$ cat src/rtl/mem_access_unit_pkg.sv
// Shared types for the memory stage: op arguments from decode, data-bus
// request/response bundles, FSM state encoding and the byte-strobe helper.
package mem_access_unit_pkg;

  localparam int BUS_ADDR_W = 32;
  localparam int BUS_DATA_W = 32;

  typedef enum logic [1:0] {
    MSIZE1 = 2'd0,
    MSIZE2 = 2'd1,
    MSIZE4 = 2'd2
  } msize_t;

  typedef enum logic {
    UNSIGNED = 1'b0,
    SIGNED   = 1'b1
  } sign_t;

  typedef logic [3:0] strobe_t;

  typedef enum logic [1:0] {
    IDLE,
    REQ,
    WAIT,
    DONE
  } mem_state_t;

  typedef struct packed {
    logic                  valid;
    logic                  write;
    sign_t                 sig;
    msize_t                msize;
    logic [BUS_DATA_W-1:0] data;
  } memory_args_t;

  // The part of memory_args_t the unit keeps while an op is in flight.
  typedef struct packed {
    logic                  write;
    sign_t                 sig;
    msize_t                msize;
    logic [BUS_DATA_W-1:0] data;
  } mem_op_t;

  typedef struct packed {
    logic                  valid;
    logic [BUS_ADDR_W-1:0] addr;
    msize_t                size;
    strobe_t               strobe;
    logic [BUS_DATA_W-1:0] data;
  } dbus_req_t;

  typedef struct packed {
    logic                  addr_ok;
    logic                  data_ok;
    logic [BUS_DATA_W-1:0] data;
  } dbus_resp_t;

  // Byte lanes touched by an access of the given size at the given offset.
  function automatic strobe_t msize_strobe(msize_t msize, logic [1:0] addr_lo);
    case (msize)
      MSIZE1:  return strobe_t'(4'b0001 << addr_lo);
      MSIZE2:  return strobe_t'(4'b0011 << {addr_lo[1], 1'b0});
      MSIZE4:  return 4'b1111;
      default: return 4'b0000;
    endcase
  endfunction

  // Low address bits that must be zero for a naturally aligned access.
  function automatic logic [1:0] align_mask(msize_t msize);
    case (msize)
      MSIZE2:  return 2'b01;
      MSIZE4:  return 2'b11;
      default: return 2'b00;
    endcase
  endfunction

endpackage

$ cat src/rtl/mem_access_unit_load_align.sv
// Load alignment: shifts the addressed bytes of a bus word down to bit 0 and
// sign- or zero-extends sub-word results.
module mem_load_align
  import mem_access_unit_pkg::*;
(
  input  logic [31:0] raw_i,
  input  logic [1:0]  addr_lo_i,
  input  msize_t      msize_i,
  input  sign_t       sig_i,
  output logic [31:0] word_o
);

  logic [31:0] shifted;
  logic        ext_byte;
  logic        ext_half;

  assign shifted  = raw_i >> {addr_lo_i, 3'b000};
  assign ext_byte = (sig_i == SIGNED) & shifted[7];
  assign ext_half = (sig_i == SIGNED) & shifted[15];

  // Select the extension matching the access size.
  always_comb begin
    case (msize_i)
      MSIZE1:  word_o = {{24{ext_byte}}, shifted[7:0]};
      MSIZE2:  word_o = {{16{ext_half}}, shifted[15:0]};
      default: word_o = shifted;
    endcase
  end

endmodule

$ cat src/rtl/mem_access_unit.sv
// Memory stage: accepts one op at a time, issues a single data-bus request,
// returns extended load data (0 for stores / non-memory ops) and holds it
// until writeback accepts it.
// Optional: define MEM_ALIGN_CHECK_EN to trap misaligned accesses on
// out_adel/out_ades instead of silently masking the offending address bits.
module mem_access_unit
  import mem_access_unit_pkg::*;
#(
  parameter int ADDR_W = BUS_ADDR_W,
  parameter int DATA_W = BUS_DATA_W  // 4 byte lanes; only 32 is supported
) (
  input  logic               clk,
  input  logic               reset,
  input  logic               in_valid,
  output logic               in_ready,
  input  memory_args_t       args,
  input  logic [ADDR_W-1:0]  addr,
  output dbus_req_t          dreq,
  input  dbus_resp_t         dresp,
  output logic               out_valid,
  input  logic               out_ready,
  output logic [DATA_W-1:0]  out_data
`ifdef MEM_ALIGN_CHECK_EN
  ,
  output logic               out_adel,
  output logic               out_ades
`endif
);

  mem_state_t        state_q, state_d;
  mem_op_t           op_q, op_d;
  logic [ADDR_W-1:0] addr_q, addr_d;
  logic [DATA_W-1:0] data_q, data_d;
  logic [31:0]       load_word;
  logic [DATA_W-1:0] done_word;
`ifdef MEM_ALIGN_CHECK_EN
  logic              adel_q, adel_d;
  logic              ades_q, ades_d;
  logic              misaligned;

  assign misaligned = |(addr[1:0] & align_mask(args.msize));
`endif

  mem_load_align u_load_align (
    .raw_i     (dresp.data),
    .addr_lo_i (addr_q[1:0]),
    .msize_i   (op_q.msize),
    .sig_i     (op_q.sig),
    .word_o    (load_word)
  );

  // Stores complete with a zero result; loads return the extended word.
  assign done_word = op_q.write ? '0 : load_word;

  // State and datapath registers with synchronous reset.
  always_ff @(posedge clk) begin
    // NOTE: non-blocking assignments so every register samples pre-edge values.
    if (reset) begin
      state_q <= IDLE;
      op_q    <= '0;
      addr_q  <= '0;
      data_q  <= '0;
`ifdef MEM_ALIGN_CHECK_EN
      adel_q  <= 1'b0;
      ades_q  <= 1'b0;
`endif
    end else begin
      state_q <= state_d;
      op_q    <= op_d;
      addr_q  <= addr_d;
      data_q  <= data_d;
`ifdef MEM_ALIGN_CHECK_EN
      adel_q  <= adel_d;
      ades_q  <= ades_d;
`endif
    end
  end

  // Next-state logic: accept, bus handshake, result capture, writeback handoff.
  always_comb begin
    // NOTE: defaults first so every path assigns every signal and no latch is inferred.
    state_d = state_q;
    op_d    = op_q;
    addr_d  = addr_q;
    data_d  = data_q;
`ifdef MEM_ALIGN_CHECK_EN
    adel_d  = adel_q;
    ades_d  = ades_q;
`endif
    case (state_q)
      IDLE: begin
        if (in_valid) begin
          op_d   = '{write: args.write, sig: args.sig, msize: args.msize, data: args.data};
          data_d = '0;
`ifdef MEM_ALIGN_CHECK_EN
          addr_d = addr;
          adel_d = 1'b0;
          ades_d = 1'b0;
          if (!args.valid) begin
            state_d = DONE;
          end else if (misaligned) begin
            // Trap without touching the bus.
            state_d = DONE;
            adel_d  = !args.write;
            ades_d  = args.write;
          end else begin
            state_d = REQ;
          end
`else
          // Misaligned addresses are forced to the enclosing aligned slot.
          addr_d  = {addr[ADDR_W-1:2], addr[1:0] & ~align_mask(args.msize)};
          state_d = args.valid ? REQ : DONE;
`endif
        end
      end
      REQ: begin
        if (dresp.addr_ok) begin
          if (dresp.data_ok) begin
            state_d = DONE;
            data_d  = done_word;
          end else begin
            state_d = WAIT;
          end
        end
      end
      WAIT: begin
        if (dresp.data_ok) begin
          state_d = DONE;
          data_d  = done_word;
        end
      end
      DONE: begin
        if (out_ready) state_d = IDLE;
      end
      default: state_d = IDLE;
    endcase
  end

  // Outputs decoded from the current state; the bus request is only driven in REQ.
  always_comb begin
    in_ready  = (state_q == IDLE);
    out_valid = (state_q == DONE);
    out_data  = data_q;
    dreq      = '0;
    if (state_q == REQ) begin
      dreq.valid  = 1'b1;
      dreq.addr   = addr_q;
      dreq.size   = op_q.msize;
      dreq.strobe = op_q.write ? msize_strobe(op_q.msize, addr_q[1:0]) : '0;
      dreq.data   = op_q.data << {addr_q[1:0], 3'b000};
    end
`ifdef MEM_ALIGN_CHECK_EN
    out_adel  = adel_q;
    out_ades  = ades_q;
`endif
  end

endmodule
$ cat config.mk
export PLATFORM = sky130hd
export DESIGN_NAME = mem_access_unit
export DESIGN_NICKNAME = d
export VERILOG_FILES = /design/src/rtl/mem_access_unit_pkg.sv /design/src/rtl/mem_access_unit_load_align.sv /design/src/rtl/mem_access_unit.sv
export SDC_FILE = /design/constraint.sdc
export NUM_CORES = 1
export LEC_CHECK = 0
export ABC_AREA = 0
export CAP_MARGIN = 20
export CORE_ASPECT_RATIO = 1.2
export CORE_MARGIN = 5
export CORE_UTILIZATION = 44
export DETAILED_ROUTE_END_ITERATION = 7
export PLACE_DENSITY_LB_ADDON = 0.1
export SYNTH_ARGS = -nofsm -noshare
export SYNTH_HDL_FRONTEND = slang
export SYNTH_HIERARCHICAL = 1
export SYNTH_SLANG_ARGS = --single-unit
$ cat constraint.sdc
create_clock -name clk -period 2.68 [get_ports clk]
set_input_delay 0.536 -clock clk [delete_from_list [all_inputs] [get_ports clk]]
set_output_delay 0.536 -clock clk [all_outputs]
set_load 0.01 [all_outputs]
**Word-level counts from Yosys, hierarchy flattened**

Cells that the tools add are included.

- Equality and inequality tests: 11
- Shift-type cells: 4
- Multiplexer cells: 19
- Bitwise gates (word level): 4
- Reduce and logical (&&, ||, !) cells: 6

Operators with widths:

| cell | number |
|---|---|
| $mux 32 | 4 |
| $pmux 32 s3 | 1 |
| $mux 71 | 1 |
| $pmux 32 s2 | 1 |
| $shl 32x5->32 | 1 |
| $shr 32x5->32 | 1 |
| $mux 2 | 7 |
| $pmux 4 s3 | 1 |
| $eq 2x2->1 const B | 4 |
| $pmux 2 s4 | 1 |
| $eq 2x1->1 const B | 3 |
| $ne 2x2->1 const B | 3 |
| $logic_not 2->1 | 2 |
| $mux 4 | 1 |
| $pmux 2 s2 | 1 |
| $reduce_and 4->1 | 1 |
| $shl 1x2->4 const A | 1 |
| $shl 2x2->4 const A | 1 |
| $reduce_and 3->1 | 1 |
| $reduce_bool 3->1 | 1 |
| $and 1x1->1 | 2 |
| $and 2x2->2 | 1 |
| $ne 2x1->1 const B | 1 |
| $not 2->2 | 1 |
| 2 further kinds | 2 |

- Register bits after elaboration: 102
- Input port bits: 107
- Output and inout port bits: 105
- Word-level logic and storage cells: 51

**Depth between registers and ports, before layout**

- Depth in word-level cells: 7
- Gate-level depth with buffers: 9

**By module**

Netlist, hierarchy kept.

Modules (own cells, without submodules):

| module | times used | cells an instance | area an instance (um^2) |
|---|---|---|---|
| mem_access_unit | 1 | 611 | 4629.4 |
| mem_load_align | 1 | 106 | 808.3 |

**Worst setup path before layout**

No wires, ideal clock.

- Path kind: flip-flop to output port
- Start: reg state_q[1]
- End: out dreq[0] (netlist name)
- Data arrival time: 1.458 ns
- Slack: 0.686 ns
- Cell stages (with the launch flop): 8
- Buffers on the path: 2
- Cell sequence: dfxtp_1 inv_1 ha_1 buf_6 nand2b_1 clkbuf_1 nor2_1 and2_1

RTL lines:

| element | RTL line | text |
|---|---|---|
| start: declaration | mem_access_unit.sv:30 | `mem_state_t state_q, state_d;` |
| start signal: assignment | mem_access_unit.sv:68 | `state_q <= state_d;` |
| end: declaration | mem_access_unit.sv:18 | `output dbus_req_t dreq,` |

==> reports/metrics.cfg <==
[finish]
multi_input_area_um2 = 3140
n_fill_cell = 1046
nets = 1007
final_core_util_pct = 66.2
regArea_um2 = 2050
drive_above_1_share_pct = 7.46
diodes = 0
fin_cells = 1059
area_growth_pct = 47.4

[global_routing]
grt_pass1_vias = 5657
grt-ovfl-total = 0
grt_max_degree = 71
antenna_found_initial = 0
grt_use_total_pct = 23.5
grt_pass1_wl_um = 28900

[power]
intPower_mw = 3.59
p_leak_nw = 3.04
clkPwrFrac_pct = 22.7
p_sw_share_pct = 37.7
power_mw = 5.76
p_per_area_nw_per_um2 = 719
power_frac_seq_pct = 34.5
power.switching_mw = 2.18
peakVddDrop_uv = 392
comb_power_share_pct = 42.8

[routing]
first_iter_violations = 379
dr_wl_met3_um = 1330
post_drt_via_cell_ratio = 5.30
avgRoutedWirePerCell_um = 16.9
top_layer = met4
drt_wl_total_um = 17900
drt_pass1_iterations = 5
wl_met1_um = 7210
drcViolationCount = 0
ant_nets = 0
wl_met2_um = 9110
num_vias = 5611

[yosys]
yosysWarningCount = 6
synth-adder-area-share_pct = 1.61
synth.area.mux_share_pct = 8.26
syn_avg_cell_area_um2 = 7.58
synth_cells = 717
netlist_area_um2 = 5440
synth_nets = 831
ys.flop_type = dfxtp_1
synth_edf_count = 0
postSynth.asyncResetShare_pct = 0
yosys_register_bits = 102
synthSimpleGateAreaFrac_pct = 27.5
synth_top_family_by_area = simple AND/OR/NAND/NOR gates
synth_xor_area_share_pct = 0.161
synth_cell_types = 41
synth_seq_area_share_pct = 37.6
synth_compound_area_share_pct = 19.2

[run]
maxCapViolations = 0

[timing]
finalSetupViolCount = 0
worst_pin_slew_ns = 0.743
slew_viol_final = 0
fin_skew_ns = 0.0101
rsz0062_at_grt = no
fmax_ghz = 0.388
relSlewSlack_pct = 50.5
hold_ws_ns = 0.450
final.setup.tns_ns = 0
post-route-min-period_ns = 2.57
final-hold-violation-count = 0
fin_crit_sh_pct = 96.1

[worst_setup_path]
slowest_stage = clkdlybuf4s50_1
arrival_ns = 2.04
critPathRequiredTime_ns = 2.14
max_stage_delay_ns = 0.54
critPathLaunchType = flop
path_cells = ha_4 -> buf_4 -> o211a_1 -> clkdlybuf4s50_1
critPathKind = flop to output port
crit_path_max_fanout = 17
end_kind = output port

[placement]
place_inst = 1042
gp_congestion = 0.892
port_buffers = 211
dp_hpwl_um = 12900

[cts]
cts_buffers = 9
cts.sinks = 102
clk_pin_slew_worst_paths_ns = 0.07
cts_setup_buffers = 0
htree_levels = 3
cts_buffer_depth = 2
clockRootBuffer = clkbuf_16
clock_latency_ns = 0.34
cts_hold_buf = 0
cts_tree = done

[outcome]
status = complete, no violations

[floorplanning]
die_width_um = 111
die_h_um = 132
io_pins = 212
die-area_um2 = 14700
initial_utilization_pct = 44.9
rows = 44
core_um2 = 12100

[hold_path]
min_path_type = flop to flop

-- metal layers --
metal / vias to the layer above / GRT usage, %
met1: 2622 / 27.6
met3: 14 / 6.93
met4: 0 / 5.88
met2: 212 / 41.9
li1: 2763 / -
met5: - / 0
-- placed cells by master, fill, tap and decap left out, types with 2 or more instances in the layout --
master	count
nand3b_1	2
clkdlybuf4s50_1	201
dfxtp_1	100
mux2_2	8
buf_4	11
buf_12	4
nor2b_1	13
clkinvlp_4	2
nor2b_4	2
nand2b_1	4
ha_1	6
nor2_1	12
clkbuf_16	10
o22ai_2	2
nand2_1	185
or2_2	6
nor2_2	2
mux2i_1	33
a211oi_1	8
dlymetal6s2s_1	6
nand3_1	33
or2_1	2
o211a_1	8
o22ai_1	6
a21oi_1	121
inv_1	4
dlygate4sd2_1	3
a21boi_0	7
o21ai_0	10
and2_1	51
o2bb2ai_1	8
clkinv_4	2
-- cell type report --
class | count | share of cell area [%]
Sequential cell | 102 | 25.5
Timing Repair Buffer | 227 | 28.8
Clock buffer | 10 | 2.86
Tap cell | 161 | 2.51
Clock inverter | 6 | 0.890
Inverter | 5 | 0.234
Multi-Input combinational cell | 548 | 39.1
-- power by group through the flow --
stage | clock network, mW | logic [mW] | registers, mW
final | 1.31 | 2.47 | 1.99
after global routing | 1.40 | 2.70 | 2.02
after CTS | 1.33 | 2.41 | 1.98
after detailed placement | 0 | 2.37 | 2.01
after global placement | 0 | 2.33 | 2.00
after floorplan | 0 | 1.47 | 1.97
-- metrics by stage --
stage	setup WS [ns]	instance area [µm²]
floorplan	0.686	5440
global placement	0.139	7620
detailed placement	0.0982	7620
CTS	0.00136	7950
global route	0.0110	8020
finish	0.105	8020
-- logic make-up (layout without fill, tap and decap cells) --
family                     after synthesis  count (layout)
AOI/OAI and AO/OA                      175             175
adders and majority gates                7               7
and+or+nand+nor                        322             322
DFF                                    102             102
muxes                                   43              43
buffers and inverters                   67             248
xor gates and xnor gates                 1               1
-- synth_stat cells, drive strengths merged, types with 2 or more instances --
cell type / count / area share [%]
clkbuf: 35 / 2.4
and2: 52 / 6.0
nand2b: 5 / 0.58
o22ai: 8 / 1.2
o2bb2ai: 8 / 1.3
o21ai: 10 / 0.92
o221ai: 2 / 0.76
or2: 8 / 0.92
buf: 27 / 2.9
or4: 2 / 0.35
nand3: 34 / 3.1
mux2: 9 / 1.9
mux2i: 34 / 6.3
ha: 7 / 1.6
a21boi: 7 / 0.97
dfxtp: 102 / 38
nand3b: 2 / 0.28
a211oi: 8 / 1.1
a21oi: 121 / 11
nor2b: 15 / 1.9
o211a: 8 / 1.5
nor2: 15 / 1.1
nand2: 186 / 13
inv: 5 / 0.35
-- registers in the layout, indices dropped and copies added (netlist names) --
| name | cells |
|---|---|
| addr_q | 32 |
| state_q | 2 |
| out_data | 32 |
| op_q | 36 |
-- critical path, delay by kind of cell (launching register included) --
kind / cells / cell delay, ns
adders and majority gates: 1 / 0.24
AOI/OAI and AO/OA: 1 / 0.21
buffers and inverters: 2 / 0.79
DFF: 1 / 0.44
-- worst paths after layout --
kind,from,depth (start not counted),to,slack (ns)
min,addr_q[15]$_SDFFE_PP0P_,2,addr_q[15]$_SDFFE_PP0P_,0.45
max,state_q[0]$_SDFFE_PP0P_,4,dreq[25],0.11
min reg2reg,addr_q[15]$_SDFFE_PP0P_,2,addr_q[15]$_SDFFE_PP0P_,0.45
max reg2reg,addr_q[0]$_SDFFE_PP0P_,7,out_data[14]$_SDFFE_PP0P_,0.27
-- repair_timing --
action,4_1_cts,5_1_grt
pin swaps,0,1
resized for setup,12,11
endpoints found under the setup margin,27,26
gates cloned,0,1
(Power assumes the default switching activity.)
